### config.mk
export PLATFORM = sky130hd
export DESIGN_NAME = array_access_unit
export DESIGN_NICKNAME = d
export VERILOG_FILES = /design/src/rtl/array_access_unit.sv
export SDC_FILE = /design/constraint.sdc
export NUM_CORES = 1
export LEC_CHECK = 0
export ABC_CLOCK_PERIOD_IN_PS = 2500
export CAP_MARGIN = 5
export CORE_AREA = 8 8 109 150
export CTS_BUF_LIST = sky130_fd_sc_hd__clkbuf_8 sky130_fd_sc_hd__clkbuf_16
export CTS_CLUSTER_DIAMETER = 120
export CTS_CLUSTER_SIZE = 8
export DETAILED_ROUTE_END_ITERATION = 7
export DIE_AREA = 0 0 117 158
export PLACE_DENSITY = 0.78
export SYNTH_ARGS = -nofsm -noshare
export SYNTH_HDL_FRONTEND = slang
export SYNTH_SLANG_ARGS = --single-unit
### constraint.sdc
create_clock -name clk -period 2.5 [get_ports clk]
set_input_delay 0.375 -clock clk [delete_from_list [all_inputs] [get_ports clk]]
set_output_delay 0.375 -clock clk [all_outputs]
set_load 0.1 [all_outputs]
### src/rtl/array_access_unit.sv
// -----------------------------------------------------------------------------
// array_access_unit
//
// Purpose:
//   Initiator side of the array memory request/done handshake. Takes an
//   iaload/iastore request from the execute stage (array base, length, signed
//   index, store value), bounds-checks the index, fires a single trigger pulse
//   at the attached array block, waits for its done pulse, and hands the load
//   data (or an out-of-bounds / timeout flag) back to the execute stage.
//
// Parameters:
//   ARR_SIZE  words in the attached array block (address width is
//             $clog2(ARR_SIZE), called ADDR below)
//   TIMEOUT   WAIT cycles tolerated without mem_done before aborting
//             (only meaningful when ARRAY_ACCESS_TIMEOUT_EN is defined)
//
// Ports:
//   clk, rst      clock (posedge) and synchronous active-high reset
//   req_valid     request present            req_ready   high only in IDLE
//   req_store     1 = iastore, 0 = iaload    req_base    array start word
//   req_length    array length (ADDR+1 b)    req_index   signed element index
//   req_wdata     store value
//   resp_valid    one-cycle completion pulse
//   resp_data     load data (0 for stores, out-of-bounds and timeout)
//   resp_oob      index out of bounds, no memory access made
//   resp_timeout  mem_done never arrived
//   mem_trigger   one-cycle access start pulse to the array block
//   mem_write     write enable             mem_addr    word address
//   mem_wdata     write data               mem_rdata   read data (with done)
//   mem_done      one-cycle access-complete pulse from the array block
//
// Configuration macro:
//   ARRAY_ACCESS_TIMEOUT_EN  when defined, WAIT is abandoned after TIMEOUT
//                            cycles without mem_done and resp_timeout is
//                            reported; when undefined, WAIT lasts until
//                            mem_done and resp_timeout is constant 0.
//
// All outputs come straight from registers.
// -----------------------------------------------------------------------------
module array_access_unit #(
  parameter int ARR_SIZE = 1024,
  parameter int TIMEOUT  = 16
) (
  input  logic                          clk,
  input  logic                          rst,
  input  logic                          req_valid,
  output logic                          req_ready,
  input  logic                          req_store,
  input  logic [$clog2(ARR_SIZE)-1:0]   req_base,
  input  logic [$clog2(ARR_SIZE):0]     req_length,
  input  logic [31:0]                   req_index,
  input  logic [31:0]                   req_wdata,
  output logic                          resp_valid,
  output logic [31:0]                   resp_data,
  output logic                          resp_oob,
  output logic                          resp_timeout,
  output logic                          mem_trigger,
  output logic                          mem_write,
  output logic [$clog2(ARR_SIZE)-1:0]   mem_addr,
  output logic [31:0]                   mem_wdata,
  input  logic [31:0]                   mem_rdata,
  input  logic                          mem_done
);

  localparam int ADDR = $clog2(ARR_SIZE);

  // Array size expressed at the width of the bounds-check sum.
  localparam logic [ADDR:0] ARR_LIMIT = (ADDR + 1)'(ARR_SIZE);

  typedef enum logic [2:0] {
    ST_IDLE,
    ST_CHECK,
    ST_ISSUE,
    ST_WAIT,
    ST_RESP
  } state_t;

  state_t state_reg, state_next;

  // Latched request fields.
  logic            store_reg,  store_next;
  logic [ADDR-1:0] base_reg,   base_next;
  logic [ADDR:0]   length_reg, length_next;
  logic [31:0]     index_reg,  index_next;
  logic [31:0]     wdata_reg,  wdata_next;

  // Output registers.
  logic            req_ready_reg,   req_ready_next;
  logic            resp_valid_reg,  resp_valid_next;
  logic [31:0]     resp_data_reg,   resp_data_next;
  logic            resp_oob_reg,    resp_oob_next;
  logic            mem_trigger_reg, mem_trigger_next;
  logic            mem_write_reg,   mem_write_next;
  logic [ADDR-1:0] mem_addr_reg,    mem_addr_next;
  logic [31:0]     mem_wdata_reg,   mem_wdata_next;

`ifdef ARRAY_ACCESS_TIMEOUT_EN
  localparam int TMO_W = $clog2(TIMEOUT + 1);
  // Count value seen on the last permitted WAIT cycle.
  localparam logic [TMO_W-1:0] TMO_LAST = TMO_W'(TIMEOUT - 1);

  logic             resp_timeout_reg, resp_timeout_next;
  logic [TMO_W-1:0] tmo_cnt_reg,      tmo_cnt_next;
`endif

  // ---------------------------------------------------------------------------
  // Bounds check on the latched request (evaluated in CHECK).
  // ---------------------------------------------------------------------------
  logic          idx_neg;
  logic          idx_ge_len;
  logic          idx_hi;
  logic [ADDR:0] addr_sum;
  logic          sum_oob;
  logic          oob;

  always_comb begin
    // Signed index: sign bit set means negative.
    idx_neg    = index_reg[31];
    // Length is unsigned; zero-extend to the index width for the compare.
    idx_ge_len = (index_reg >= {{(31 - ADDR){1'b0}}, length_reg});
    // Any index bit above the address field already puts base+index past the
    // array, and would otherwise be lost by the ADDR-bit truncation below.
    idx_hi     = |index_reg[31:ADDR];
    // One extra bit so base+index cannot wrap back into the array.
    addr_sum   = {1'b0, base_reg} + {1'b0, index_reg[ADDR-1:0]};
    sum_oob    = (addr_sum >= ARR_LIMIT);
    oob        = idx_neg | idx_ge_len | idx_hi | sum_oob;
  end

  // ---------------------------------------------------------------------------
  // Next-state / next-output logic.
  // ---------------------------------------------------------------------------
  always_comb begin
    state_next       = state_reg;

    store_next       = store_reg;
    base_next        = base_reg;
    length_next      = length_reg;
    index_next       = index_reg;
    wdata_next       = wdata_reg;

    // Pulses and response fields are only ever high for one cycle, so they
    // default to 0 and are set on the transition into the state that shows
    // them.
    req_ready_next   = 1'b0;
    resp_valid_next  = 1'b0;
    resp_data_next   = '0;
    resp_oob_next    = 1'b0;
    mem_trigger_next = 1'b0;

    // Memory-side fields hold between accesses.
    mem_write_next   = mem_write_reg;
    mem_addr_next    = mem_addr_reg;
    mem_wdata_next   = mem_wdata_reg;

`ifdef ARRAY_ACCESS_TIMEOUT_EN
    resp_timeout_next = 1'b0;
    tmo_cnt_next      = tmo_cnt_reg;
`endif

    case (state_reg)
      ST_IDLE: begin
        req_ready_next = 1'b1;
        if (req_valid && req_ready_reg) begin
          store_next     = req_store;
          base_next      = req_base;
          length_next    = req_length;
          index_next     = req_index;
          wdata_next     = req_wdata;
          req_ready_next = 1'b0;
          state_next     = ST_CHECK;
        end
      end

      ST_CHECK: begin
        if (oob) begin
          // Rejected without touching the array block.
          resp_valid_next = 1'b1;
          resp_oob_next   = 1'b1;
          state_next      = ST_RESP;
        end else begin
          mem_addr_next    = addr_sum[ADDR-1:0];
          mem_write_next   = store_reg;
          mem_wdata_next   = wdata_reg;
          mem_trigger_next = 1'b1;
          state_next       = ST_ISSUE;
        end
      end

      ST_ISSUE: begin
        // mem_trigger drops as we leave; address/data stay put through WAIT.
        state_next = ST_WAIT;
`ifdef ARRAY_ACCESS_TIMEOUT_EN
        tmo_cnt_next = '0;
`endif
      end

      ST_WAIT: begin
        if (mem_done) begin
          resp_valid_next = 1'b1;
          resp_data_next  = store_reg ? 32'd0 : mem_rdata;
          mem_write_next  = 1'b0;
          state_next      = ST_RESP;
        end
`ifdef ARRAY_ACCESS_TIMEOUT_EN
        else if (tmo_cnt_reg == TMO_LAST) begin
          resp_valid_next   = 1'b1;
          resp_timeout_next = 1'b1;
          mem_write_next    = 1'b0;
          state_next        = ST_RESP;
        end else begin
          tmo_cnt_next = tmo_cnt_reg + 1'b1;
        end
`endif
      end

      ST_RESP: begin
        // Response fields fall back to their 0 defaults here.
        req_ready_next = 1'b1;
        state_next     = ST_IDLE;
      end

      default: begin
        req_ready_next = 1'b1;
        state_next     = ST_IDLE;
      end
    endcase
  end

  // ---------------------------------------------------------------------------
  // State and output registers.
  // ---------------------------------------------------------------------------
  always_ff @(posedge clk) begin
    if (rst) begin
      state_reg       <= ST_IDLE;
      store_reg       <= 1'b0;
      base_reg        <= '0;
      length_reg      <= '0;
      index_reg       <= '0;
      wdata_reg       <= '0;
      req_ready_reg   <= 1'b1;
      resp_valid_reg  <= 1'b0;
      resp_data_reg   <= '0;
      resp_oob_reg    <= 1'b0;
      mem_trigger_reg <= 1'b0;
      mem_write_reg   <= 1'b0;
      mem_addr_reg    <= '0;
      mem_wdata_reg   <= '0;
    end else begin
      state_reg       <= state_next;
      store_reg       <= store_next;
      base_reg        <= base_next;
      length_reg      <= length_next;
      index_reg       <= index_next;
      wdata_reg       <= wdata_next;
      req_ready_reg   <= req_ready_next;
      resp_valid_reg  <= resp_valid_next;
      resp_data_reg   <= resp_data_next;
      resp_oob_reg    <= resp_oob_next;
      mem_trigger_reg <= mem_trigger_next;
      mem_write_reg   <= mem_write_next;
      mem_addr_reg    <= mem_addr_next;
      mem_wdata_reg   <= mem_wdata_next;
    end
  end

`ifdef ARRAY_ACCESS_TIMEOUT_EN
  always_ff @(posedge clk) begin
    if (rst) begin
      resp_timeout_reg <= 1'b0;
      tmo_cnt_reg      <= '0;
    end else begin
      resp_timeout_reg <= resp_timeout_next;
      tmo_cnt_reg      <= tmo_cnt_next;
    end
  end

  assign resp_timeout = resp_timeout_reg;
`else
  assign resp_timeout = 1'b0;
`endif

  assign req_ready   = req_ready_reg;
  assign resp_valid  = resp_valid_reg;
  assign resp_data   = resp_data_reg;
  assign resp_oob    = resp_oob_reg;
  assign mem_trigger = mem_trigger_reg;
  assign mem_write   = mem_write_reg;
  assign mem_addr    = mem_addr_reg;
  assign mem_wdata   = mem_wdata_reg;

endmodule

==> run_results.csv <==
group,metric,value,unit
setup_path,crit_required,2.84,ns
yosys,avgSynthCellArea,8.32,um2
global_route,grt_max_degree,81,
layout,area_delta_synth_final,41.0,%
routing,maxUsedRoutingLayer,"met4",
yosys,ys_ff_latch,168,
setup_path,r2r_cells,9,
setup_path,crit_path_end,"mem_wdata[23]",
clock_tree,clk_pin_slew_worst_paths,0.07,ns
setup_path,start_kind,"flop",
routing,first_pass_iters,4,
yosys,ys_seq_area_share,53.1,%
sta,maxSlewHeadroom,48.5,%
power_and_ir_drop,ir_drop,0.491,mV
routing,drt-total-wl,16.7,mm
floorplanning,initial_core_util,44.7,%
setup_path,critPathLaunch,"index_reg[0]",
yosys,yosys-top-cells-count,"nand2_1, dfxtp_1, a21oi_1",
hold_path,hold_path_class,"in -> reg",
floorplanning,io_pins,202,
global_route,overflow,0,
clock_tree,cts_hold_buf,0,
routing,vias_per_cell,4.82,
yosys,synthAdderAreaFrac,4.46,%
setup_path,r2r_end,"mem_wdata[23]",
global_route,grt_usage,17.9,%
clock_tree,tritoncts,"yes",
layout,fillers,1250,
flow_run,maxCapViolations,0,
yosys,syn_nets,906,
floorplanning,die_h,158,um
floorplanning,coreArea,14200,um2
layout,design_area,8940,um2
layout,multiInputGateArea,2710,um2
routing,wl_met1,6.27,mm
sta,skew,0.0101,ns
setup_path,path_max_fanout,18,
yosys,synth_most_common_cell,"nand2_1",
yosys,synth_top_family_by_area,"simple AND/OR/NAND/NOR gates",
clock_tree,cts_made_buffers,17,
yosys,synth.distinct_cells,45,
clock_tree,clock_sinks,168,
setup_path,crit_type,"reg -> reg",
sta,drv_slew,0,
yosys,syn_area,6340,um2
floorplanning,dieArea,18500,um2
routing,vias,5538,
layout,nNetsFinal,1089,
yosys,synthTopCellsByArea,"dfxtp_1, nand2_1, a21oi_1",
clock_tree,htree_levels,4,
sta,setup-violations-final,0,
clock_tree,cts_root_buf,"clkbuf_16",
yosys,ys.warnings.count,0,
sta,hold_viol,0,
status,run_status,"finished clean",
sta,finalCriticalPeriod,2.30,ns
global_route,first_global_vias,5370,
sta,post-route-period-util,92.1,%
layout,drive_above_1_share,13.4,%
yosys,syn_inst,762,
placement,placed_cell_area,8290,um2
global_route,antenna_found_initial,1,
placement,dp_hpwl,12.2,mm
routing,route.met2.wl,9.10,mm
clock_tree,clk_latency,0.42,ns
yosys,synth_top_area_share,53.1,%
sta,fmax,0.435,GHz
yosys,async_flop_share,0,%
clock_tree,cts_resized,0,
routing,drc,0,
yosys,synthFlopType,"dfxtp_1",
routing,ant_nets,0,
floorplanning,die_w,117,um
sta,holdWs,0.427,ns
routing,met3_length,978,um
hold_path,hold_path_depth,2,
clock_tree,clock_path_buffers,2,
sta,fin_tns_setup,0,ns
global_route,grt_pass1_wl,25.8,mm
sta,worst_slew_pin_slew,0.773,ns
placement,gp_congestion,0.745,
setup_path,rrSetupSlack,0.20,ns
floorplanning,rows,52,
power_and_ir_drop,powerDensity,724,nW/um2
yosys,yosysTopAreaCell,"dfxtp_1",
setup_path,cp-end-kind,"flop",
yosys,synth-simple-area-share,22.7,%
setup_path,arrival,2.64,ns
routing,drtIter0Drc,412,
clock_tree,postCtsSetupRepairBufs,0,
setup_path,crit-reg2reg-launch,"index_reg[0]",
yosys,synth-xor-area-share,0.967,%
yosys,synth.area.mux_share,0.178,%
yosys,synth_edf_count,0,
layout,seqCellArea,3360,um2
yosys,synth_compound_area_share,14.2,%
power_and_ir_drop,p_leak,3.58,nW
sta,rsz0062_at_grt,"no",
routing,wl_per_cell,14.6,um
placement,portBuffers,200,
## routing by layer
metal / vias to the layer above / track usage (%)
li1: 2869 / -
met1: 2518 / 19.4
met2: 133 / 31.9
met3: 18 / 4.73
met4: 0 / 7.83
met5: - / 0
## worst min path at each step
stage / from / endpoint
2_1_floorplan: index_reg[22] / index_reg[22]
3_3_place_gp: mem_wdata[31] / mem_wdata[31]
3_5_place_dp: mem_wdata[4] / mem_wdata[4]
4_1_cts: rst / index_reg[31]
5_1_grt: rst / index_reg[14]
6_report: rst / index_reg[31]
## worst max-delay path, cell delays in order (launching register included)
cell	delay, ns
dfxtp_1	0.33
ha_1	0.21
fa_1	0.40
a21oi_1	0.22
o211ai_1	0.19
o21ai_2	0.22
o211a_4	0.20
buf_4	0.22
nand2_1	0.09
a21oi_1	0.14
## through the flow
step	cells	utilization [%]	worst slack [ns]	total power [mW]
3_5_place_dp	1115	58.5	0.131	3.72
4_1_cts	1147	63.0	0.132	6.53
2_1_floorplan	762	-	0.186	3.38
3_3_place_gp	1115	58.5	0.236	3.70
6_report	1148	63.0	0.199	6.47
5_1_grt	1148	63.0	0.0336	6.74
## cell type report
type	count	area share, %
Clock buffer	17	4.76
Timing Repair Buffer	210	21.6
Sequential cell	168	37.6
Multi-Input combinational cell	533	30.4
Tap cell	189	2.65
Antenna cell	1	0.0280
Inverter	15	0.630
Clock inverter	15	2.38
## power by group
group          switching [mW]  leakage, nW  internal (mW)
sequential             0.0688         1.37           2.79
clock                    1.12        0.307           1.70
combinational           0.424         1.91          0.362
total                    1.61         3.58           4.85
## cells by family after synthesis
logic type                 after synthesis
AOI/OAI and AO/OA                      163
muxes                                    1
buffers and inverters                   61
DFF                                    168
xor gates and xnor gates                 7
and+or+nand+nor                        339
other                                    1
adders and majority gates               22
## layout by cell type (no fill, tap or decap), drive strengths merged, types with 2 or more instances in the layout
cell type and instances:
clkbuf 17, xor2 2, nor4 9, nor3 5, buf 90, a211oi 2
o31ai 2, nand3 3, inv 23, clkinvlp 3, o21a 4, and2 33
nand2b 4, dfxtp 168, o21ai 4, bufinv 4, o211ai 3, nand4 2
ha 21, a211o 2, clkdlybuf4s50 120, o211a 2, xnor2 5, nand2 268
a21o 2, nor2b 2, a21oi 135, nor2 8
Power figures use the tool's default switching activity.
==> RTL change 1 (same flow settings) <==
Re-encode `state_t` (5 states) as one-hot, 5 bits wide.
--- a/src/rtl/array_access_unit.sv
+++ b/src/rtl/array_access_unit.sv
@@ -68,10 +68,10 @@
   localparam logic [ADDR:0] ARR_LIMIT = (ADDR + 1)'(ARR_SIZE);
 
-  typedef enum logic [2:0] {
-    ST_IDLE,
-    ST_CHECK,
-    ST_ISSUE,
-    ST_WAIT,
-    ST_RESP
+  typedef enum logic [4:0] {
+    ST_IDLE  = 5'b00001,
+    ST_CHECK = 5'b00010,
+    ST_ISSUE = 5'b00100,
+    ST_WAIT  = 5'b01000,
+    ST_RESP  = 5'b10000
   } state_t;
 
Check against the original RTL: no difference found for any inputs over 4 cycles, from zero or initial values and one cycle with rst high; so few cycles prove little.
==> RTL change 1 against the original RTL <==
Sequential share of layout area shrank 0.36 points. Sequential cell count grew 2. Routed wire length grew 3.9%. Power grew 1.4%. Global-route usage grew 0.91 points. Critical path depth is the same. Die area is the same. Core utilization grew 1.4 points. Worst setup slack lost 0.080 ns. Sequential power grew 3%. Count of clock-buffer cells in the layout grew 1. Area after synthesis grew 2.2%. Final area grew 2.3%. Final cell count shrank 2.2%. Critical path type unchanged. Critical endpoint is now mem_wdata[8]. Highest routed layer unchanged.
==> RTL change 1: results (changes against the original RTL) <==
| Metric | Value |
|---|---|
| Outcome | `completed` |
| Ratio of cells with drive above 1 in the final layout | `15.5% (+2.2 points)` |
| Final HPWL DP | `12.4 mm (+1.9%)` |
| Clk buf depth | `2 (unchanged)` |
| Min-delay src | `index_reg[20]` |
| Main synth FF type | `dfxtp_1` |
| Post-synth top cells | `nand2_1 (187), dfxtp_1 (170), a21oi_1 (100)` |
| Ys Warns | `0 (unchanged)` |
| Crit-path max FO | `5 (-13)` |
| Synth top area cells | `dfxtp_1 (53%), nand2_1 (11%), a21oi_1 (7.7%)` |
| Critical R2R Capture | `mem_wdata[8]` |
| VDD IR max | `0.000442 V (-10%)` |
| Worst clock skew | `0.0118 ns (+0.00174 ns)` |
| Least-Margin Pin Slew | `0.628 ns (-0.145 ns)` |
| Final hold slack | `0.453 ns (+0.0262 ns)` |
| Crit-path max cell delay | `0.37 ns (-0.03 ns)` |
| Hold Path End | `index_reg[20]` |
| Routability cong. | `0.805 (+8.0%)` |
| CP Data Arrival Time | `2.67 ns (+0.03 ns)` |
| Pleak | `4.04 nW (+13%)` |
| Number of diodes | `0 (-1)` |
| Initial antenna violation count | `0 (-1)` |
| Number of global-route vias before repair | `5535 (+3.1%)` |
| Sequential area share after synthesis | `52.6% (-0.50 points)` |
| DR iter-0 viols | `292 (-29%)` |
| Slowest-stage cell, CP | `fa_2` |
| Synth cell types | `46 (+2.2%)` |
| CTS Buf Count | `17 (unchanged)` |
| Vias per inst | `4.87 (+1.0%)` |
| Worst hold path class | `register to register` |
| Nets | `1065 (-2.2%)` |
| Initial DRT Pass Iterations | `4 (unchanged)` |
| Per-cell routed wire length | `15.5 microns (+6.2%)` |
| Tot GR Track Use | `18.8% (+0.91 points)` |
| Net count after synthesis | `870 (-4.0%)` |
| Largest net degree at the start of global routing | `78 (-3.7%)` |
| R2r setup slk | `0.12 ns (-0.08 ns)` |
| First-pass GRT wire length | `27.1 mm (+5.1%)` |
==> RTL change 1: cell types whose count changed after synthesis, sizes merged, moves of 3 or more <==
cell / change
nor2: +41
nand2b: -4
nand2: -81
a21o: +3
or3: +3
a21oi: -35
and3: +3
nor3: +3
mux2i: +41
o21a: -3
nand3: +4
buf: -3
==> RTL change 1: layout make-up <==
| type | count | area [sq um] |
|---|---|---|
| Clock inverter | 14 | 150 |
| Inverter | 14 | 52.6 |
| Fill cell | 1216 | 5040 |
| Sequential cell | 170 | 3410 |
| Multi-Input combinational cell | 499 | 2820 |
| Timing Repair Buffer | 219 | 2040 |
| Tap cell | 189 | 236 |
| Clock buffer | 18 | 439 |
==> RTL change 1: per-stage QoR <==
step	instances	worst slack, ns	cell area (sq um)
2_1_floorplan	726	0.187	6470
3_3_place_gp	1083	0.0832	8420
3_5_place_dp	1083	0.00803	8420
4_1_cts	1122	0.000236	9140
5_1_grt	1123	-0.00330	9140
6_report	1123	0.118	9140
==> RTL change 1: kinds of logic (layout without fill, tap and decap cells) <==
| family | count (synthesis) | after routing | synth area share, % |
|---|---|---|---|
| AOI/OAI and AO/OA | 124 | 124 | 10.8 |
| xor gates and xnor gates | 8 | 8 | 1.08 |
| adders and majority gates | 22 | 22 | 4.37 |
| buffers and inverters | 57 | 265 | 4.60 |
| DFF | 170 | 170 | 52.6 |
| muxes | 41 | 41 | 6.34 |
| other | 1 | 1 | 0.0579 |
| and+or+nand+nor | 303 | 303 | 20.2 |
==> RTL change 1: power breakdown <==
group / total, mW / switching, mW / internal, mW
sequential: 2.96 / 0.0958 / 2.86
clock: 2.55 / 1.19 / 1.37
combinational: 1.05 / 0.576 / 0.469
==> RTL change 1: how the worst max path moves through the flow <==
stage                  from            end  slack, ns  depth (start not counted)
2_1_floorplan   base_reg[0]  mem_wdata[10]       0.19                         10
3_3_place_gp    base_reg[0]  mem_wdata[31]       0.08                          9
3_5_place_dp    base_reg[0]  mem_wdata[31]      0.008                          9
4_1_cts         base_reg[0]   mem_wdata[6]     0.0002                         10
5_1_grt        index_reg[0]    mem_trigger     -0.003                          8
6_report       index_reg[0]   mem_wdata[8]       0.12                          9
==> RTL change 1: per-layer routing <==
metal | track usage [%] | share of wire, % | vias up
li1 | - | - | 2800
met1 | 20.2 | 39 | 2523
met2 | 34.9 | 54 | 127
met3 | 4.24 | 4.7 | 23
met4 | 6.79 | 2.1 | 0
met5 | 0 | 0 | -
==> RTL change 1: timing repair <==
item / 4_1_cts / 5_1_grt
pin swaps: 3 / 5
setup buffers: 4 / 3
resized for setup: 5 / 6
hold buffers: 0 / 0
cloned: 3 / 0
setup endpoints to repair: 5 / 43
==> RTL change 2 (config.mk and constraints unchanged) <==
Without the edit above. Build with the macro `ARRAY_ACCESS_TIMEOUT_EN` defined.
--- a/src/rtl/array_access_unit.sv
+++ b/src/rtl/array_access_unit.sv
@@ -38,4 +38,6 @@
 // All outputs come straight from registers.
 // -----------------------------------------------------------------------------
+`define ARRAY_ACCESS_TIMEOUT_EN
+
 module array_access_unit #(
   parameter int ARR_SIZE = 1024,
Function: same outputs for any inputs over 4 cycles, from zero or initial values and one cycle with rst high; that may be too few to reach the edited logic, so the function may still have changed.
==> RTL change 2 against the original RTL <==
Largest power group unchanged. Worst setup slack lost 0.034 ns. Power grew 5.9%. Global-route usage grew 1.9 points. Highest routed layer unchanged. Combinational power grew 40%. Final area grew 6.5%. Sequential cell count grew 6. Area after synthesis grew 7.6%. Routed wire length grew 10%.
==> RTL change 2: results (changes against the original RTL) <==
| Metric | Value |
|---|---|
| Worst hold path class | `input port to register` |
| Least-Margin Pin Slew | `0.519 ns (-0.254 ns)` |
| DR iter-0 viols | `424 (+2.9%)` |
| Outcome | `completed` |
| Routability cong. | `0.785 (+5.3%)` |
| Net count after synthesis | `945 (+4.3%)` |
| Pleak | `3.75 nW (+4.6%)` |
| Post-synth top cells | `nand2_1 (185), dfxtp_1 (174), a21oi_1 (139)` |
| VDD IR max | `0.000402 V (-18%)` |
| Pre-CTS WS | `0.109 ns (-0.0216 ns)` |
| Final HPWL DP | `13.0 mm (+6.4%)` |
| Slowest-stage cell, CP | `fa_2` |
| P_int | `5.10 mW (+5.1%)` |
| Number of diodes | `0 (-1)` |
| Worst clock skew | `0.0107 ns (+0.000561 ns)` |
| Cells after synthesis | `799 (+4.9%)` |
| Tot GR Track Use | `19.8% (+1.9 points)` |
| Crit-path max cell delay | `0.41 ns` |
| Initial DRT Pass Iterations | `4 (unchanged)` |
| Ys Warns | `0 (unchanged)` |
| Filler cells | `1199 (-4.1%)` |
| Ratio of cells with drive above 1 in the final layout | `14.8% (+1.5 points)` |
| Asr flop ratio synth | `0% (unchanged)` |
| Non-filler cells in the finished layout | `1186 (+3.3%)` |
| Port buffer count | `201 (+0.50%)` |
| Dpl cell area | `8770 sq um (+5.8%)` |
| CP Data Arrival Time | `2.64 ns (about the same)` |
| Number of global-route vias before repair | `5865 (+9.2%)` |
| Sequential area share after synthesis | `51.1% (-2.0 points)` |
| Synth top area cells | `dfxtp_1 (51%), a21oi_1 (10%), nand2_1 (10%)` |
| Initial antenna violation count | `0 (-1)` |
| Crit-path max FO | `8 (-10)` |
| Nets | `1131 (+3.9%)` |
| Largest net degree at the start of global routing | `68 (-16%)` |
| Synth cell types | `48 (+6.7%)` |
| Clock transition at the registers of the reported paths | `0.06 ns` |
| First-pass GRT wire length | `28.7 mm (+11%)` |
| Vias per inst | `5.05 (+4.8%)` |
| Per-cell routed wire length | `15.6 microns (+6.8%)` |
RTL change 2: cell count changes in the layout (fill, tap and decap cells not counted), moves of 5 or more:
| cell | change |
|---|---|
| nor2_1 | +8 |
| dfxtp_1 | +6 |
| nand3_1 | +41 |
| buf_6 | +6 |
| inv_6 | -5 |
| nand2_1 | -84 |
| o21ai_0 | +38 |
| o21ai_1 | +9 |
RTL change 2: power groups by stage:
| stage | Combinational, mW | Clock, mW | Sequential [mW] |
|---|---|---|---|
| after floorplan | 0.609 | 0 | 3.07 |
| after global placement | 1.03 | 0 | 3.04 |
| after detailed placement | 1.04 | 0 | 3.04 |
| after CTS | 1.04 | 2.82 | 2.98 |
| after global routing | 1.21 | 2.93 | 3.00 |
| final | 1.10 | 2.77 | 2.98 |
RTL change 2: area by class of cell:
| cell class | count | area (sq um) | share of cell area [%] |
|---|---|---|---|
| Clock buffer | 19 | 453 | 4.76 |
| Clock inverter | 12 | 171 | 1.80 |
| Inverter | 13 | 48.8 | 0.512 |
| Multi-Input combinational cell | 556 | 3030 | 31.8 |
| Sequential cell | 174 | 3480 | 36.6 |
| Tap cell | 189 | 236 | 2.48 |
| Timing Repair Buffer | 223 | 2100 | 22.0 |
RTL change 2: kinds of logic after synthesis:
group	share of synthesized area (%)
buf+inv	5.71
compound gates	16.3
flops	51.1
fa+ha+maj	4.51
xor+xnor	1.16
mux	0.147
simple gates	21.1
RTL change 2: critical path: cells and delay by family (launching register included):
family	cells	cell delay, ns
adder cells (fa/ha/maj)	2	0.60
flip-flops	1	0.33
buffers and inverters	3	0.47
AO/OA/AOI/OAI	4	0.52
AND/OR/NAND/NOR	1	0.29
RTL change 2: worst paths after layout:
check	start	end	slack, ns	cells past startpoint
hold / removal	rst	state_reg[0]	0.42	2
setup reg to reg	index_reg[0]	mem_trigger	0.16	10
setup / recovery	index_reg[0]	mem_trigger	0.16	10
hold reg to reg	length_reg[6]	length_reg[6]	0.45	2
RTL change 2: routing by layer:
metal	routed length, microns	vias up	global-route usage, %
li1	-	3074	-
met1	7380	2732	22.2
met2	9630	157	34.2
met3	1030	32	5.50
met4	420	0	8.38
met5	0	-	0
RTL change 2: what timing repair did:
action | 4_1_cts | 5_1_grt
buffers inserted | 0 | 2
hold buffers | 0 | 0
endpoints found under the setup margin | 0 | 47
gates resized for setup | 0 | 32
RTL change 2: metrics by stage:
step,total power [mW],util (%)
after global routing,7.14,67.1
after floorplan,3.68,-
after detailed placement,4.08,61.8
after global placement,4.06,61.8
after CTS,6.84,66.2
final,6.85,67.1
